==> src/rtl/aoi_pkg.sv <==
// Shared types and golden model for the AOI cell self-test sequencer.
package aoi_pkg;

    typedef enum logic [1:0] {
        IDLE   = 2'd0,
        SETTLE = 2'd1,
        SAMPLE = 2'd2,
        DONE   = 2'd3
    } state_t;

    localparam int N_VEC = 16;

    function automatic logic aoi_ref(input logic [3:0] vec);
        return ~((vec[3] & vec[2]) | (vec[1] & vec[0]));
    endfunction

endpackage

==> src/rtl/aoi_settle_timer.sv <==
// Settle down-counter: load to SETTLE_CYCLES-1, decrement, zero flag.
module aoi_settle_timer #(
    parameter int SETTLE_CYCLES = 2
) (
    input  logic clk,
    input  logic rst,
    input  logic load,
    input  logic dec,
    output logic zero
);

    localparam logic [3:0] INIT = 4'(SETTLE_CYCLES - 1);

    logic [3:0] cnt;

    always_ff @(posedge clk or posedge rst) begin
        if (rst) begin
            cnt <= 4'd0;
        end else if (load) begin
            cnt <= INIT;
        end else if (dec && cnt != 4'd0) begin
            cnt <= cnt - 4'd1;
        end
    end

    assign zero = (cnt == 4'd0);

endmodule

==> src/rtl/aoi_sweep_ctrl.sv <==
// Built-in checker sweeping all 16 AOI input vectors against a golden model.
// Optional AOI_SWEEP_STOP_ON_FAIL_EN ends the sweep at the first mismatch.
module aoi_sweep_ctrl
    import aoi_pkg::*;
#(
    parameter int SETTLE_CYCLES = 2
) (
    input  logic       clk,
    input  logic       rst,
    input  logic       start,
    output logic       a,
    output logic       b,
    output logic       c,
    output logic       d,
    input  logic       y_in,
    output logic       busy,
    output logic       done,
    output logic       pass,
    output logic [4:0] err_cnt,
    output logic       fail_vld,
    output logic [3:0] fail_vec
);

    localparam logic [3:0] LAST_VEC = 4'(N_VEC - 1);

    state_t     state, state_n;
    logic [3:0] vec, vec_n;
    logic [4:0] err_n;
    logic       fvld_n;
    logic [3:0] fvec_n;
    logic       pass_n;
    logic       load;
    logic       dec;
    logic       zero;
    logic       mism;

    aoi_settle_timer #(
        .SETTLE_CYCLES(SETTLE_CYCLES)
    ) u_timer (
        .clk (clk),
        .rst (rst),
        .load(load),
        .dec (dec),
        .zero(zero)
    );

    always_ff @(posedge clk or posedge rst) begin
        if (rst) begin
            state    <= IDLE;
            vec      <= 4'd0;
            err_cnt  <= 5'd0;
            fail_vld <= 1'b0;
            fail_vec <= 4'd0;
            pass     <= 1'b0;
        end else begin
            state    <= state_n;
            vec      <= vec_n;
            err_cnt  <= err_n;
            fail_vld <= fvld_n;
            fail_vec <= fvec_n;
            pass     <= pass_n;
        end
    end

    always_comb begin
        state_n = state;
        vec_n   = vec;
        err_n   = err_cnt;
        fvld_n  = fail_vld;
        fvec_n  = fail_vec;
        pass_n  = pass;
        load    = 1'b0;
        dec     = 1'b0;
        mism    = 1'b0;
        unique case (state)
            IDLE: begin
                if (start) begin
                    vec_n   = 4'd0;
                    err_n   = 5'd0;
                    fvld_n  = 1'b0;
                    fvec_n  = 4'd0;
                    pass_n  = 1'b0;
                    load    = 1'b1;
                    state_n = SETTLE;
                end
            end
            SETTLE: begin
                dec = 1'b1;
                if (zero) state_n = SAMPLE;
            end
            SAMPLE: begin
                mism = (y_in != aoi_ref(vec));
                if (mism) begin
                    err_n = err_cnt + 5'd1;
                    if (!fail_vld) begin
                        fvld_n = 1'b1;
                        fvec_n = vec;
                    end
                end
`ifdef AOI_SWEEP_STOP_ON_FAIL_EN
                if (mism || vec == LAST_VEC) begin
`else
                if (vec == LAST_VEC) begin
`endif
                    // pass reflects the count including this final sample
                    pass_n  = (err_n == 5'd0);
                    state_n = DONE;
                end else begin
                    vec_n   = vec + 4'd1;
                    load    = 1'b1;
                    state_n = SETTLE;
                end
            end
            DONE: begin
                state_n = IDLE;
            end
            default: begin
                state_n = IDLE;
            end
        endcase
    end

    assign {a, b, c, d} = vec;
    assign busy = (state == SETTLE) || (state == SAMPLE);
    assign done = (state == DONE);

endmodule

==> config.mk <==
export PLATFORM = sky130hd
export DESIGN_NAME = aoi_sweep_ctrl
export DESIGN_NICKNAME = d
export VERILOG_FILES = /design/src/rtl/aoi_pkg.sv /design/src/rtl/aoi_settle_timer.sv /design/src/rtl/aoi_sweep_ctrl.sv
export SDC_FILE = /design/constraint.sdc
export NUM_CORES = 1
export LEC_CHECK = 0
export ABC_AREA = 1
export BUFFER_PORTS_ARGS = -buffer_cell sky130_fd_sc_hd__buf_4
export CAP_MARGIN = 25
export CORE_MARGIN = 10
export CORE_UTILIZATION = 43
export DETAILED_ROUTE_END_ITERATION = 8
export SYNTH_ARGS = -nofsm -noshare
export SYNTH_HDL_FRONTEND = slang
export SYNTH_HIERARCHICAL = 1
export SYNTH_SLANG_ARGS = --single-unit
export TNS_END_PERCENT = 5
==> constraint.sdc <==
create_clock -name clk -period 4.4 [get_ports clk]
set_input_delay 0.88 -clock clk [delete_from_list [all_inputs] [get_ports clk]]
set_output_delay 0.88 -clock clk [all_outputs]
set_load 0.02 [all_outputs]
### Word level (Yosys, flattened, before mapping)

Index checks and enable logic that the tools add are counted.
W data, S select, Z words.

| operators by class | value |
|---|---|
| add/subtract/negate cells | 3 |
| equality and inequality tests | 11 |
| muxes and demuxes | 25 |
| bitwise logic cells | 4 |
| reduce and logical (&&, ||, !) cells | 14 |

Operators with widths:

| operator | count |
|---|---|
| $mux W4 | 6 |
| $pmux W4 S2 | 2 |
| $mux W5 | 3 |
| $ne A2 B2 Y1 const B | 5 |
| $pmux W5 S2 | 1 |
| $reduce_and A3 Y1 | 3 |
| $pmux W2 S4 | 1 |
| $mux W1 | 6 |
| $mux W2 | 3 |
| $pmux W1 S2 | 3 |
| $add A5 B1 Y5 const B | 1 |
| $logic_not A5 Y1 | 1 |
| $add A4 B1 Y4 const B | 1 |
| $eq A2 B2 Y1 const B | 2 |
| $eq A4 B4 Y1 const B | 1 |
| $logic_not A4 Y1 | 1 |
| $reduce_and A2 Y1 | 2 |
| $reduce_and A4 Y1 | 1 |
| $reduce_bool A2 Y1 | 2 |
| $reduce_bool A4 Y1 | 1 |
| $sub A4 B1 Y4 const B | 1 |
| $and A1 B1 Y1 | 2 |
| $eq A2 B1 Y1 const B | 1 |
| $logic_not A2 Y1 | 1 |
| other kinds (6) | 6 |

| word-level totals | value |
|---|---|
| flip-flop bits (word level) | 21 |
| bits of input ports | 4 |

### Depth between registers and ports, before layout

| logic depth | value |
|---|---|
| depth in word-level cells | 9 |
| depth in mapped cells | 11 |
| depth with buffers taken out | 11 |

### Modules after synthesis

The synthesis kept the hierarchy.

Modules (own cells, without submodules):

| module | instances | cells an instance | area each (um^2) | seq. area each (um^2) |
|---|---|---|---|---|
| aoi_sweep_ctrl | 1 | 137 | 1086.0 | 425.4 |
| aoi_settle_timer | 1 | 36 | 259.0 | 100.1 |

### Least setup slack after synthesis

OpenSTA, ideal clock, no wires.

| timing | value |
|---|---|
| path type | reg-to-output |
| from | register state[0] |
| to | output busy |
| data arrival time | 0.823 ns |
| setup slack | 2.697 ns |
| cell stages (with the launch flop) | 3 |
| buffers on the path | 0 |
| path through | dfrtp_1 inv_1 ha_1 |

| on the way | value |
|---|---|
| word-level cells in the longest chain between the ends | 2 |
| elaborated cells on any way between the ends | 3 |
| those cells by class | 2 x eq/ne; 1 x reduce/logical |

Ends and longest elaborated chain:

| item | RTL line | text |
|---|---|---|
| start: declaration | aoi_sweep_ctrl.sv:26 | `state_t state, state_n;` |
| start signal: assignment | aoi_sweep_ctrl.sv:56 | `state <= state_n;` |
| $eq A2 B1 Y1 / $eq A2 B2 Y1 (equally long branches) | aoi_sweep_ctrl.sv:124 | `assign busy = (state == SETTLE) \|\| (state == SAMPLE);` |
| $logic_or A1 B1 Y1 (*) | aoi_sweep_ctrl.sv:124 |  |
| end: declaration | aoi_sweep_ctrl.sv:16 | `output logic busy,` |

Mark *: on every way between the ends. The rest lies on a longest branch, timed or not.

### Final worst setup path

Ends and elaborated chain as after synthesis.

==> flow_summary.yaml <==
status:
  status: "completed"
clocking:
  clock-root-buffer: "clkbuf_4"
  clk_latency_ns: 0.31
  cts_sinks: 21
  cts_tree: "built"
  cts_buffers: 3
  clockBufferDepth: 2
  cts_max_level: 1
  cts_setup_buffers: 0
  ctsHoldBuffers: 0
  ctsResizeCount: 0
  clkTransAtPathRegs_ns: 0.13
floorplanning:
  ios: 21
  chipWidth_um: 75.9
  die_area_um2: 5770
  core_um2: 3030
  die_h_um: 75.9
  num_rows: 20
  initial_utilization_pct: 44.4
flow_run:
  cap_viol_max_count: 0
cells_and_area:
  final_layout_size_suffix_gt1_share_pct: 21.6
  area_growth_pct: 15.6
  num_antenna_cells: 0
  postLayoutCoreUtil_pct: 51.4
  layout.nets: 208
  fill_cells: 292
worst_setup_path:
  endpoint_kind: "output pin"
  slowest_stage: "dfrtp_1"
  criticalPathCategory: "reg2out"
  cpLargestDelayFamily: "flip-flops"
  cp_cell_sequence: "inv_1 > ha_1 > buf_4"
  path_max_fanout: 4
  crit_buf_inv: 2
  cp.arrival_ns: 1.29
  cp.required_ns: 3.52
  cp-startpoint: "state[0]"
  crit_path_start_kind: "flip-flop"
  slowest_delay_ns: 0.42
  r2r_start: "state[0]"
sta:
  finalMaxSlewViolations: 0
  timing.slew.headroom_pct: 55.8
  tightest_slew_ns: 0.662
  tns_ns: 0
  min_period_ns: 2.17
  rsz0062_at_grt: "false"
  fmax_mhz: 460
  finClkSkew_ns: 0.0140
  setup_viol: 0
  min_period_over_period_pct: 49.4
  hold_viol_final: 0
global_routing:
  grt_pass1_vias: 1096
  grt_pass1_wl_mm: 4.90
  grt_max_degree: 18
  grtUsageTotal_pct: 9.73
  antenna_found_initial: 0
  globalRouteOverflowTotal: 0
route:
  first_pass_iters: 4
  dr_total_vias: 1148
  routed_via_density: 4.82
  postRouteAntennaNets: 0
  drc: 0
  wl_per_cell_um: 11.8
  drt_iter0_markers: 81
  finalWirelength_mm: 2.80
pwr:
  p_leak_nw: 0.839
  power_density_nw_per_um2: 658
  power_mw: 1.02
  ir_drop_v: 0.000362
place:
  gp_congestion: 0.839
  portBuffers: 20
  detailed_place_hpwl_mm: 2.24
yosys:
  synth_fp_nets: 186
  synth_warnings: 6
  synth_cell_types: 25
  synth.avg_cell_area_um2: 7.77
  synth_cells: 173
  synth.ff_latch_count: 21
  synth-seq-area-share_pct: 39.1
  syn_area_um2: 1350
hold_path:
  worstHoldPathType: "in2async"
==> layout by cell type (no fill, tap or decap), drive strengths merged <==
cell type  instances
nand3             11
o31ai              3
a21oi              1
xnor2              1
nor2               8
clkbuf             4
nand4              8
inv               27
o22ai              3
dfrtp             21
nand2             64
o21ai             10
ha                 9
a22oi              1
buf               20
xor2               3
==> logic make-up (layout without fill, tap and decap cells) <==
family,Yosys count,count (layout),synth area share [%]
and+or+nand+nor,91,91,30.9
buffers and inverters,30,51,9.30
DFF,21,21,39.1
AOI/OAI and AO/OA,18,18,9.77
adders and majority gates,9,9,8.37
xor gates and xnor gates,4,4,2.61
==> sequential cells by signal (all words and copies together), names as in the netlist <==
register	cells
pass	1
err_cnt	5
fail_vec	4
u_timer/cnt	4
fail_vld	1
vec	4
state	2
==> per-layer routing <==
metal	track usage, %	up-vias	wire (um)
met5	0	-	0
met4	3.03	0	11
met3	2.36	2	104
met2	15.9	18	1350
met1	12.2	533	1340
li1	-	595	-
==> per-stage QoR <==
| step | setup WS [ns] | hold WS [ns] | cells | instance area, um2 |
|---|---|---|---|---|
| after global routing | 2.12 | 0.447 | 238 | 1560 |
| after floorplan | 2.70 | 0.465 | 173 | 1350 |
| after CTS | 2.22 | 0.454 | 238 | 1560 |
| after global placement | 2.62 | 0.459 | 234 | 1530 |
| after detailed placement | 2.53 | 0.464 | 234 | 1530 |
| final | 2.23 | 0.465 | 238 | 1560 |
==> cell type report <==
class | count | area [um2] | share of cell area [%]
inverter | 27 | 104 | 6.68
sequential | 21 | 526 | 33.8
clock buffer | 4 | 26.3 | 1.69
tap | 44 | 55.1 | 3.54
multi-input combinational | 122 | 694 | 44.7
timing repair buffer | 20 | 150 | 9.65
==> cell usage after synthesis, drive strengths merged <==
master / n / area [um2]
inv: 27 / 104
a22oi: 1 / 7.51
xnor2: 1 / 8.76
nand4: 8 / 50.1
buf: 2 / 16.3
a21oi: 1 / 5.00
nand3: 11 / 55.1
nand2: 64 / 278
ha: 9 / 113
o21ai: 10 / 72.6
xor2: 3 / 26.3
o22ai: 3 / 18.8
clkbuf: 1 / 5.00
nor2: 8 / 32.5
dfrtp: 21 / 526
o31ai: 3 / 27.5
==> worst reg2reg max path, cell delays in order (launching register included) <==
cell and delay [ns]:
dfrtp_1 0.44, inv_1 0.14, ha_1 0.40, inv_2 0.16, o21ai_4 0.28, nand2_2 0.11
inv_4 0.09, o21ai_4 0.07, nand2_1 0.06, nand2_1 0.05
==> path summary, 6_finish.rpt <==
path	cells after the start	slack, ns	to
setup / recovery	3	2.23	busy
hold / removal	2	0.46	u_timer/cnt[2]
setup reg to reg	9	2.50	fail_vec[1]
hold reg to reg	2	0.49	fail_vec[3]
max in group asynchronous	2	3.31	err_cnt[0]
min in group clk	2	0.49	fail_vec[3]
==> power by group <==
part | internal (mW) | switching (mW) | total [mW]
Sequential | 0.257 | 0.0709 | 0.328
Clock | 0.0353 | 0.0596 | 0.0949
Combinational | 0.218 | 0.383 | 0.600
Total | 0.510 | 0.513 | 1.02
(Power assumes the default switching activity.)
